===== src/rtl/fifo_frame_assembler.sv =====
// Packs FRAMEBYTES consecutive FIFO words into one wide frame that is offered on a valid/ready handshake.
// A partial frame is discarded after TIMEOUT idle cycles so that a lost word cannot misalign later frames.
module fifo_frame_assembler #(
  parameter int    DATASIZE    = 8,
  parameter int    FRAMEBYTES  = 10,
  parameter string FALLTHROUGH = "TRUE",
  parameter int    TIMEOUT     = 255
) (
  input  logic                           rclk,
  input  logic                           rreset,
  input  logic                           rempty,
  input  logic [DATASIZE-1:0]            rdata,
  output logic                           rclken,
  output logic [DATASIZE*FRAMEBYTES-1:0] frame_data,
  output logic                           frame_valid,
  input  logic                           frame_ready,
  output logic                           drop_err,
  output logic [15:0]                    frame_cnt
);

  localparam bit FT = (FALLTHROUGH == "TRUE");
  localparam int CW = $clog2(FRAMEBYTES + 1);
  localparam int IW = (TIMEOUT > 0) ? $clog2(TIMEOUT + 1) : 1;
  localparam logic [CW-1:0] FB_C    = CW'(FRAMEBYTES);
  localparam logic [CW-1:0] FB_LAST = CW'(FRAMEBYTES - 1);
  localparam logic [IW-1:0] TO_LAST = IW'(TIMEOUT - 1);

  typedef enum logic {COLLECT, HOLD} state_t;

  state_t        state_q;
  logic [CW-1:0] issued_q;
  logic [CW-1:0] captured_q;
  logic [IW-1:0] idle_q;
  logic          pending_q;
  logic          valid_q;
  logic          drop_q;
  logic [15:0]   cnt_q;
  logic          capture;

  // rclken is forced low while reset is held so no word is popped and lost.
  assign rclken  = !rreset && (state_q == COLLECT) && !rempty && (issued_q < FB_C);
  assign capture = FT ? rclken : pending_q;

  always_ff @(posedge rclk or posedge rreset) begin
    if (rreset) begin
      state_q    <= COLLECT;
      issued_q   <= '0;
      captured_q <= '0;
      idle_q     <= '0;
      pending_q  <= 1'b0;
      valid_q    <= 1'b0;
      drop_q     <= 1'b0;
      cnt_q      <= '0;
    end else begin
      drop_q    <= 1'b0;
      pending_q <= !FT && rclken;
      case (state_q)
        COLLECT: begin
          if (rclken) begin
            issued_q <= issued_q + CW'(1);
          end
          // A pop always beats an expiring timeout; a pending capture freezes the idle count.
          if (rclken || (captured_q == '0)) begin
            idle_q <= '0;
          end else if (!pending_q && (TIMEOUT != 0)) begin
            if (idle_q == TO_LAST) begin
              issued_q   <= '0;
              captured_q <= '0;
              idle_q     <= '0;
              drop_q     <= 1'b1;
            end else begin
              idle_q <= idle_q + IW'(1);
            end
          end
          if (capture) begin
            if (captured_q == FB_LAST) begin
              state_q    <= HOLD;
              valid_q    <= 1'b1;
              issued_q   <= '0;
              captured_q <= '0;
            end else begin
              captured_q <= captured_q + CW'(1);
            end
          end
        end
        HOLD: begin
          if (frame_ready) begin
            state_q <= COLLECT;
            valid_q <= 1'b0;
            cnt_q   <= cnt_q + 16'd1;
          end
        end
      endcase
    end
  end

  // Slots are only written by captures; stale slots are never offered because valid needs a full frame.
  for (genvar gi = 0; gi < FRAMEBYTES; gi++) begin : g_slot
    logic [DATASIZE-1:0] slot_q;
    always_ff @(posedge rclk or posedge rreset) begin
      if (rreset) begin
        slot_q <= '0;
      end else if ((state_q == COLLECT) && capture && (captured_q == CW'(gi))) begin
        slot_q <= rdata;
      end
    end
    assign frame_data[gi*DATASIZE +: DATASIZE] = slot_q;
  end

  assign frame_valid = valid_q;
  assign drop_err    = drop_q;
  assign frame_cnt   = cnt_q;

endmodule

===== config.mk =====
export PLATFORM = sky130hd
export DESIGN_NAME = fifo_frame_assembler
export DESIGN_NICKNAME = d
export VERILOG_FILES = /design/src/rtl/fifo_frame_assembler.sv
export SDC_FILE = /design/constraint.sdc
export NUM_CORES = 1
export LEC_CHECK = 0
export ABC_CLOCK_PERIOD_IN_PS = 5500
export CORE_MARGIN = 1
export CORE_UTILIZATION = 45
export DETAILED_ROUTE_END_ITERATION = 8
export PLACE_DENSITY = 0.73
export SLEW_MARGIN = 20
export SYNTH_ARGS = -nofsm -noshare
export SYNTH_HDL_FRONTEND = slang
export SYNTH_SLANG_ARGS = --single-unit

===== constraint.sdc =====
create_clock -name rclk -period 5.5 [get_ports rclk]
set_clock_uncertainty 0.2 [all_clocks]
set_input_delay 1.1 -clock rclk [delete_from_list [all_inputs] [get_ports rclk]]
set_output_delay 1.1 -clock rclk [all_outputs]
set_load 0.02 [all_outputs]

==> results of run 1 <==
==> kinds of logic (layout without fill, tap and decap cells) <==
logic type      count (synthesis)  after routing  synth area share
xor+xnor                       15             15            0.0279
flops                         115            115             0.611
mux                            84             84             0.200
compound gates                 23             23            0.0327
fa+ha+maj                       4              4            0.0106
buf+inv                        24            152            0.0196
simple gates                   89             89            0.0982
==> path summary, 6_finish.rpt <==
path	slack [ns]	depth (start not counted)	end	start
max	1.12	5	rclken	rreset
min	0.27	1	frame_cnt[15]	frame_cnt[15]
max reg2reg	2.68	5	g_slot[7].slot_q[7]	state_q
min reg2reg	0.27	1	frame_cnt[15]	frame_cnt[15]
max in group asynchronous	3.32	3	g_slot[9].slot_q[3]	rreset
min in group asynchronous	0.84	2	frame_cnt[1]	rreset
==> layer usage <==
layer	wire length [um]	global-route usage	vias up
met5	0	0	-
met4	122	0.0878	0
met3	624	0.0689	9
met2	5470	0.342	84
met1	4670	0.269	1674
li1	-	-	1499
==> flip-flops by register name, summed over array words and instances (netlist names) <==
signal         flops
g_slot.slot_q     80
drop_err           1
captured_q         4
frame_cnt         16
state_q            1
frame_valid        1
idle_q             8
issued_q           4
==> cells in the final DEF (no fill, tap or decap), drive strengths merged, types with 5 or more instances in the layout <==
cell / Yosys / layout
nor3: 7 / 7
and3: 5 / 5
nor2: 10 / 10
inv: 8 / 15
o21ai: 8 / 8
xor2: 5 / 5
clkdlybuf4s50: 0 / 110
nand2: 22 / 22
nand4: 13 / 13
clkbuf: 5 / 17
xnor2: 10 / 10
nand3: 20 / 20
dfrtp: 115 / 115
mux2: 82 / 82
==> worst max-delay path, cell delays in order <==
cell and delay (ns):
clkdlybuf4s50_1 0.47, nor3_1 0.19, nand2_1 0.31, inv_2 0.34
clkdlybuf4s50_1 0.67
==> stage by stage <==
stage               cell area (um^2)   util  cells  setup slack, ns
floorplan                       4710      -    354             1.16
global placement                5930  0.596    583             1.12
detailed placement              5930  0.596    583             1.14
CTS                             6520  0.655    615             1.12
global route                    6520  0.655    615            0.991
finish                          6520  0.655    615             1.12
==> layout make-up <==
class,count,share of cell area
inverter,8,0.00499
clock buffer,17,0.0635
tap,133,0.0255
timing repair buffer,112,0.171
multi-input combinational,215,0.267
sequential,115,0.441
clock inverter,15,0.0261
==> power by group through the flow <==
stage / Clock, mW / Combinational [mW] / Sequential (mW)
6_report: 1.07 / 1.40 / 1.35
5_1_grt: 1.13 / 1.49 / 1.40
4_1_cts: 1.09 / 1.42 / 1.35
3_5_place_dp: 0 / 1.41 / 1.36
3_3_place_gp: 0 / 1.39 / 1.34
2_1_floorplan: 0 / 0.439 / 1.65
==> flow_summary.toml, run 1 <==
[run_status]
status = "finished clean"

[yosys]
avgSynthCellArea_um2 = 13.3
synth-edff-count = 0
async_flop_share = 1.00
yosysTopAreaCell = "dfrtp_1"
ys.flop_type = "dfrtp_1"
synth_cell_types = 39
synth_seq_cells = 115
syn_nets = 370
synth_top_area_share = 0.611
synth_common_cells = "dfrtp_1, mux2_2, nand2_1"
synth_area_leaders = "dfrtp_1, mux2_2, nand3_1, xnor2_1, nand2_1"
yosysWarnings = 0
yosysMostFrequentCell = "dfrtp_1"
syn_area_mm2 = 0.00471
ys_seq_area_frac = 0.611
synthCells = 354

[sta]
min_period_ns = 4.38
fin_hold_ws_ns = 0.273
rsz0062_at_grt = "false"
drv_slew = 0
max_freq_ghz = 0.228
worst_pin_slew_ns = 0.634
setup_tns_ns = 0
relSlewSlack = 0.573
post-route-period-util = 0.796
setup_violations = 0
hold_viol_final = 0

[hold_path]
hp-class = "reg -> reg"

[floorplanning]
start_util = 0.473
die_area_mm2 = 0.0109
io_pins = 111
fp.dieH_um = 104
die_w_um = 104
fp-row-count = 36
fp.coreArea_mm2 = 0.00995

[clock_network]
tritoncts = "done"
clk_latency_ns = 0.51
htree_num_levels = 4
cts_resized = 0
cts_hold_buf = 0
numCtsBuffers = 17
clk_pin_slew_ns = 0.06
cts_sinks = 115
cts_setup_buffers = 0
root_buffer = "clkbuf_8"
clockBufferDepth = 2

[setup_path]
endpoint_kind = "output port"
critPathLaunchType = "input pin"
worstPathArrival_ns = 3.08
worstSetupPathType = "in -> out"
cp_max_fo = 17
crit_required_ns = 4.20

[cells_and_area]
final_nets = 485
multi_input_area_mm2 = 0.00174
n_antenna_cell = 0
fill_cells = 733
area.growth.synth_to_final_pct = 38.3
drive_gt1_frac = 0.257
register_area_mm2 = 0.00288

[power]
power_leakage_nw = 2.93
power_density_mw_per_mm2 = 587
p_total_mw = 3.82
power.internal_mw = 2.52
pwr-share-comb = 0.367
p_sw_mw = 1.30
swShare = 0.340
ir_worst_vdd_v = 0.000311
pwr-share-seq = 0.354
clockPowerShare = 0.280

[global_route]
gr-usage-all-layers = 0.214
antenna_found_initial = 0
grt_pass1_vias = 3335
grt_pass1_wl_mm = 17.8
gr-total-overflow = 0
grt_max_degree = 44

[drt]
drtPass1Iterations = 5
drc = 0
ant_nets = 0
wire_per_inst_um = 17.7
routed_wl_mm = 10.9
vias = 3266
viasPerCell = 5.31
drtIter0Drc = 109

[placement]
dp_hpwl_mm = 7.43
place_congestion = 0.818
place.port_buffers = 110

[run]
maxCapViolCount = 0
Note: power is estimated with default switching activity, not from simulation.
==> inputs of run 2 (changes only) <==
--- a/config.mk
+++ b/config.mk
@@ -5,7 +5,7 @@
 export SDC_FILE = /design/constraint.sdc
 export NUM_CORES = 1
 export LEC_CHECK = 0
-export ABC_CLOCK_PERIOD_IN_PS = 5500
+export ABC_CLOCK_PERIOD_IN_PS = 4350
 export CORE_MARGIN = 1
 export CORE_UTILIZATION = 45
 export DETAILED_ROUTE_END_ITERATION = 8
==> constraint.sdc (replaced) <==
create_clock -name rclk -period 4.35 [get_ports rclk]
set_clock_uncertainty 0.2 [all_clocks]
set_input_delay 0.87 -clock rclk [delete_from_list [all_inputs] [get_ports rclk]]
set_output_delay 0.87 -clock rclk [all_outputs]
set_load 0.02 [all_outputs]
==> run 2 against run 1 <==
Worst hold slack improved by 0.022 ns. Final area grew 0.44%. Sequential share of layout area is 0.19 points lower. Global-route usage is 0.29 points higher. Clock power is 29% higher. Die area stayed put. Cell count fell by 0.16%. Critical endpoint unchanged. Largest cell class unchanged.
==> flow_summary.toml, run 2 (synthesis gave the netlist of run 1 again) <==
[setup_path]
critical_path.max_stage_delay_ns = 0.66
slowest_stage = "clkdlybuf4s50_1"
cp_max_fo = 17
cp_cell_sequence = "clkdlybuf4s50_1 -> nor3_1 -> nand2_1 -> inv_2 -> clkdlybuf4s50_1"
worstSetupPathType = "in -> out"
worstPathArrival_ns = 2.56
crit_required_ns = 3.28
endpoint_kind = "output port"
crit_top_cell = "clkdlybuf4s50_1"
critPathLaunchType = "input pin"

[drt]
drc = 0
ant_nets = 0
viasPerCell = 5.30
route.met3.wl_um = 690
drtIter0Drc = 164
topRoutingLayerUsed = "met4"
drtPass1Iterations = 4
dr_wl_met2_mm = 5.47
wire_per_inst_um = 17.9
vias = 3254
wl_met1_mm = 4.56
routed_wl_mm = 11.0

[clock_network]
htree_num_levels = 4
cts_sinks = 115
cts_resized = 0
root_buffer = "clkbuf_8"
cts_setup_buffers = 0
clockBufferDepth = 2
cts_hold_buf = 0
clk_latency_ns = 0.51
clk_pin_slew_ns = 0.05
numCtsBuffers = 17
tritoncts = "done"

[placement]
place_congestion = 0.802
dp_hpwl_mm = 7.34
place_area_mm2 = 0.00595
place.port_buffers = 110

[cells_and_area]
regMostFlops = "g_slot.slot_q"
final_cell_area_mm2 = 0.00655
area.growth.synth_to_final_pct = 39.0
largest_reg_flops = 80
n_antenna_cell = 0
final_nets = 485
final_common_cell = "dfrtp_1"
most-common-layout-cells = "dfrtp_1, clkdlybuf4s50_1, mux2_2"
drive_gt1_frac = 0.254

[global_route]
antenna_found_initial = 0
grt_max_degree = 70
grt_pass1_vias = 3346
grt_pass1_wl_mm = 18.0
gr-total-overflow = 0
gr-usage-all-layers = 0.217

[sta]
rsz0062_at_grt = "false"
hold_viol_final = 0
min_period_ns = 3.63
post-route-period-util = 0.833
max_freq_ghz = 0.276
worst_pin_slew_ns = 0.657
drv_slew = 0
setup_tns_ns = 0
setup_violations = 0
relSlewSlack = 0.562

[floorplanning]
fp.dieH_um = 104
die_area_mm2 = 0.0109
die_w_um = 104
start_util = 0.473
fp-row-count = 36
io_pins = 111
fp.coreArea_mm2 = 0.00995

[hold_path]
hp-class = "reg -> reg"

[power]
ir_worst_vdd_v = 0.000479
power_leakage_nw = 2.95
power_density_mw_per_mm2 = 746
p_total_mw = 4.89

[run]
maxCapViolCount = 0

[run_status]
status = "finished clean"
-- run 2: cell types whose count changed in the layout (fill, tap and decap cells not counted) --
cell,change
inv_6,-7
clkbuf_8,+4
clkinv_2,+3
clkinv_4,-3
buf_12,+1
buf_4,-1
bufinv_16,+1
clkbuf_1,+1
-- run 2: metrics by stage --
| stage | hold slack, ns | std cells | worst slack, ns | utilization |
|---|---|---|---|---|
| finish | 0.295 | 614 | 0.725 | 0.658 |
| CTS | 0.297 | 614 | 0.709 | 0.658 |
| floorplan | 0.297 | 354 | 0.236 | - |
| global route | 0.305 | 614 | 0.637 | 0.658 |
| detailed placement | 0.286 | 583 | 0.724 | 0.597 |
| global placement | 0.262 | 583 | 0.809 | 0.597 |
-- run 2: path summary, 6_finish.rpt --
path / cells past startpoint / startpoint / endpoint / slack, ns
min in group asynchronous: 2 / rreset / g_slot[5].slot_q[2] / 0.61
max reg2reg: 5 / state_q / g_slot[3].slot_q[1] / 1.79
min reg2reg: 1 / frame_cnt[15] / frame_cnt[15] / 0.30
min: 1 / frame_cnt[15] / frame_cnt[15] / 0.30
max: 5 / rreset / rclken / 0.72
max in group asynchronous: 3 / rreset / captured_q[1] / 2.56
-- run 2: routing by layer --
layer | vias to the layer above | track usage
met5 | - | 0
met2 | 105 | 0.340
met3 | 23 | 0.0702
li1 | 1498 | -
met4 | 0 | 0.102
met1 | 1628 | 0.273
-- run 2: area by class of cell --
type,count,area [um^2]
sequential,115,2880
tap,133,166
clock inverter,9,128
inverter,8,32.5
fill,761,3410
clock buffer,22,473
timing repair buffer,112,1130
multi-input combinational,215,1740
-- run 2: critical path: cells and delay by family --
family,cells,cell delay (ns)
buf+inv,3,1.35
simple gates,2,0.34
-- run 2: report_power, final --
group          internal, mW  total (mW)  switching (mW)
clock network         0.926        1.38           0.458
registers              1.45        1.72           0.266
logic                 0.914        1.78           0.870
==> inputs of run 3 (changes only) <==
--- a/config.mk
+++ b/config.mk
@@ -5,7 +5,7 @@
 export SDC_FILE = /design/constraint.sdc
 export NUM_CORES = 1
 export LEC_CHECK = 0
-export ABC_CLOCK_PERIOD_IN_PS = 4350
+export ABC_CLOCK_PERIOD_IN_PS = 3800
 export CORE_MARGIN = 1
 export CORE_UTILIZATION = 45
 export DETAILED_ROUTE_END_ITERATION = 8
==> constraint.sdc (replaced) <==
create_clock -name rclk -period 3.8 [get_ports rclk]
set_clock_uncertainty 0.2 [all_clocks]
set_input_delay 0.76 -clock rclk [delete_from_list [all_inputs] [get_ports rclk]]
set_output_delay 0.76 -clock rclk [all_outputs]
set_load 0.02 [all_outputs]
==> run 3 against run 2 <==
Cell count up 0.33%. Worst setup slack worse by 0.068 ns. Die area unchanged. Global-route usage up 0.39 points. Via count up 0.83%. Total power up 11%. Core utilization down 0.24 points. Flip-flop and latch count unchanged. Clock-buffer cell count down 2. Worst hold slack worse by 0.017 ns. First-iteration DRC count down 9.1%. Sequential power up 14%.
==> flow_summary.toml, run 3 (synthesis gave the netlist of run 1 again) <==
[clock_network]
cts_hold_buf = 0
tritoncts = "done"
cts_sinks = 115
cts_setup_buffers = 0
numCtsBuffers = 17
root_buffer = "clkbuf_8"
clockBufferDepth = 2
htree_num_levels = 4
clk_pin_slew_ns = 0.05
cts_resized = 0
clk_latency_ns = 0.51

[hold_path]
holdPathEnd = "frame_cnt[15]"
min-delay-start = "frame_cnt[15]"
hp-class = "reg -> reg"
holdPathStages = 1

[cells_and_area]
most-common-layout-cells = "dfrtp_1, clkdlybuf4s50_1, mux2_2"
finish.utilization = 0.655
register_area_mm2 = 0.00288
final_common_cell = "dfrtp_1"
fill_cells = 751
area.growth.synth_to_final_pct = 38.4
drive_gt1_frac = 0.259
largest_reg_flops = 80
n_antenna_cell = 0
regMostFlops = "g_slot.slot_q"
final_nets = 488
multi_input_area_mm2 = 0.00174

[sta]
worst_pin_slew_ns = 0.728
post-route-period-util = 0.827
min_period_ns = 3.14
fin_hold_ws_ns = 0.278
setup_violations = 0
hold_viol_final = 0
setup_tns_ns = 0
rsz0062_at_grt = "false"
max_freq_ghz = 0.318
relSlewSlack = 0.514
drv_slew = 0

[setup_path]
slowest_stage = "clkdlybuf4s50_1"
crit_family = "buffers and inverters"
worstPathArrival_ns = 2.18
r2r_slack_ns = 1.60
rr_startpoint = "idle_q[0]"
crit_top_cell = "clkdlybuf4s50_1"
cp_num_cells = 5
worstReg2RegEnd = "captured_q[1]"
worstSetupPathType = "in -> out"
cp_max_fo = 2
endpoint_kind = "output port"
cp_cell_sequence = "clkdlybuf4s50_1 -> nor3_1 -> nand2_1 -> inv_2 -> clkdlybuf4s50_1"
worst-path-buf-inv = 3
r2r_cells = 6
critPathLaunchType = "input pin"
crit_required_ns = 2.84
critical_path.max_stage_delay_ns = 0.59

[drt]
wire_per_inst_um = 17.9
ant_nets = 0
drtIter0Drc = 149
routed_wl_mm = 11.0
drc = 0
viasPerCell = 5.33
drtPass1Iterations = 6
vias = 3281

[power]
clockPowerShare = 0.264
p_total_mw = 5.43
ir_worst_vdd_v = 0.000560
power_leakage_nw = 2.94
power_density_mw_per_mm2 = 832
swShare = 0.334
pwr-share-comb = 0.375
p_sw_mw = 1.81
power.internal_mw = 3.62
pwr-share-seq = 0.361

[floorplanning]
fp.coreArea_mm2 = 0.00995
start_util = 0.473
die_area_mm2 = 0.0109
die_w_um = 104
io_pins = 111
fp-row-count = 36
fp.dieH_um = 104

[placement]
place.port_buffers = 110
place_congestion = 0.805
dp_hpwl_mm = 7.48

[global_route]
gr-usage-all-layers = 0.221
antenna_found_initial = 0
grt_max_degree = 43
grt_pass1_wl_mm = 18.3
grt_pass1_vias = 3356
gr-total-overflow = 0

[run_status]
status = "finished clean"

[run]
maxCapViolCount = 0
## run 3: cell count changes in the layout (fill, tap and decap cells not counted)
cell,previous run,this run
bufinv_16,3,1
buf_12,1,2
inv_4,1,0
clkbuf_1,1,0
clkinvlp_4,3,5
clkbuf_8,5,4
buf_4,1,3
clkinv_2,3,5
## run 3: area by class of cell
class / instances / share of cell area
Clock buffer: 20 / 0.0698
Clock inverter: 10 / 0.0130
Inverter: 8 / 0.00518
Multi-Input combinational cell: 215 / 0.267
Sequential cell: 115 / 0.441
Tap cell: 133 / 0.0255
Timing Repair Buffer: 115 / 0.178
## run 3: metrics by stage
step | setup WS, ns | instances | instance area [um^2]
after floorplan | 1.43 | 354 | 4720
after global placement | 0.690 | 586 | 5980
after detailed placement | 0.666 | 586 | 5980
after CTS | 0.655 | 616 | 6520
after global routing | 0.535 | 616 | 6520
final | 0.657 | 616 | 6520
## run 3: worst max-delay path by stage
stage	from	end	slack, ns
2_1_floorplan	rreset	rclken	1.43
3_3_place_gp	rreset	rclken	0.69
3_5_place_dp	rreset	rclken	0.67
4_1_cts	rreset	rclken	0.66
5_1_grt	rreset	rclken	0.53
6_report	rreset	rclken	0.66
## run 3: per-layer routing
metal,track usage,vias to the layer above,routed length (um)
li1,-,1509,-
met1,0.278,1663,4660
met2,0.358,95,5540
met3,0.0645,14,652
met4,0.0878,0,161
met5,0,-,0
## run 3: worst register-to-register path: stages (launching register included)
cell and delay (ns):
dfrtp_1 0.44, inv_1 0.10, ha_1 0.17, nand3_1 0.08, or4b_4 0.57, and2_4 0.20
a221o_1 0.33
## run 3: power by group through the flow
stage	combinational [mW]	sequential [mW]	clock, mW
after global routing	2.16	2.02	1.52
final	2.03	1.96	1.44
after global placement	2.02	1.95	0
after floorplan	0.636	2.38	0
after CTS	2.06	1.96	1.46
after detailed placement	2.04	1.96	0
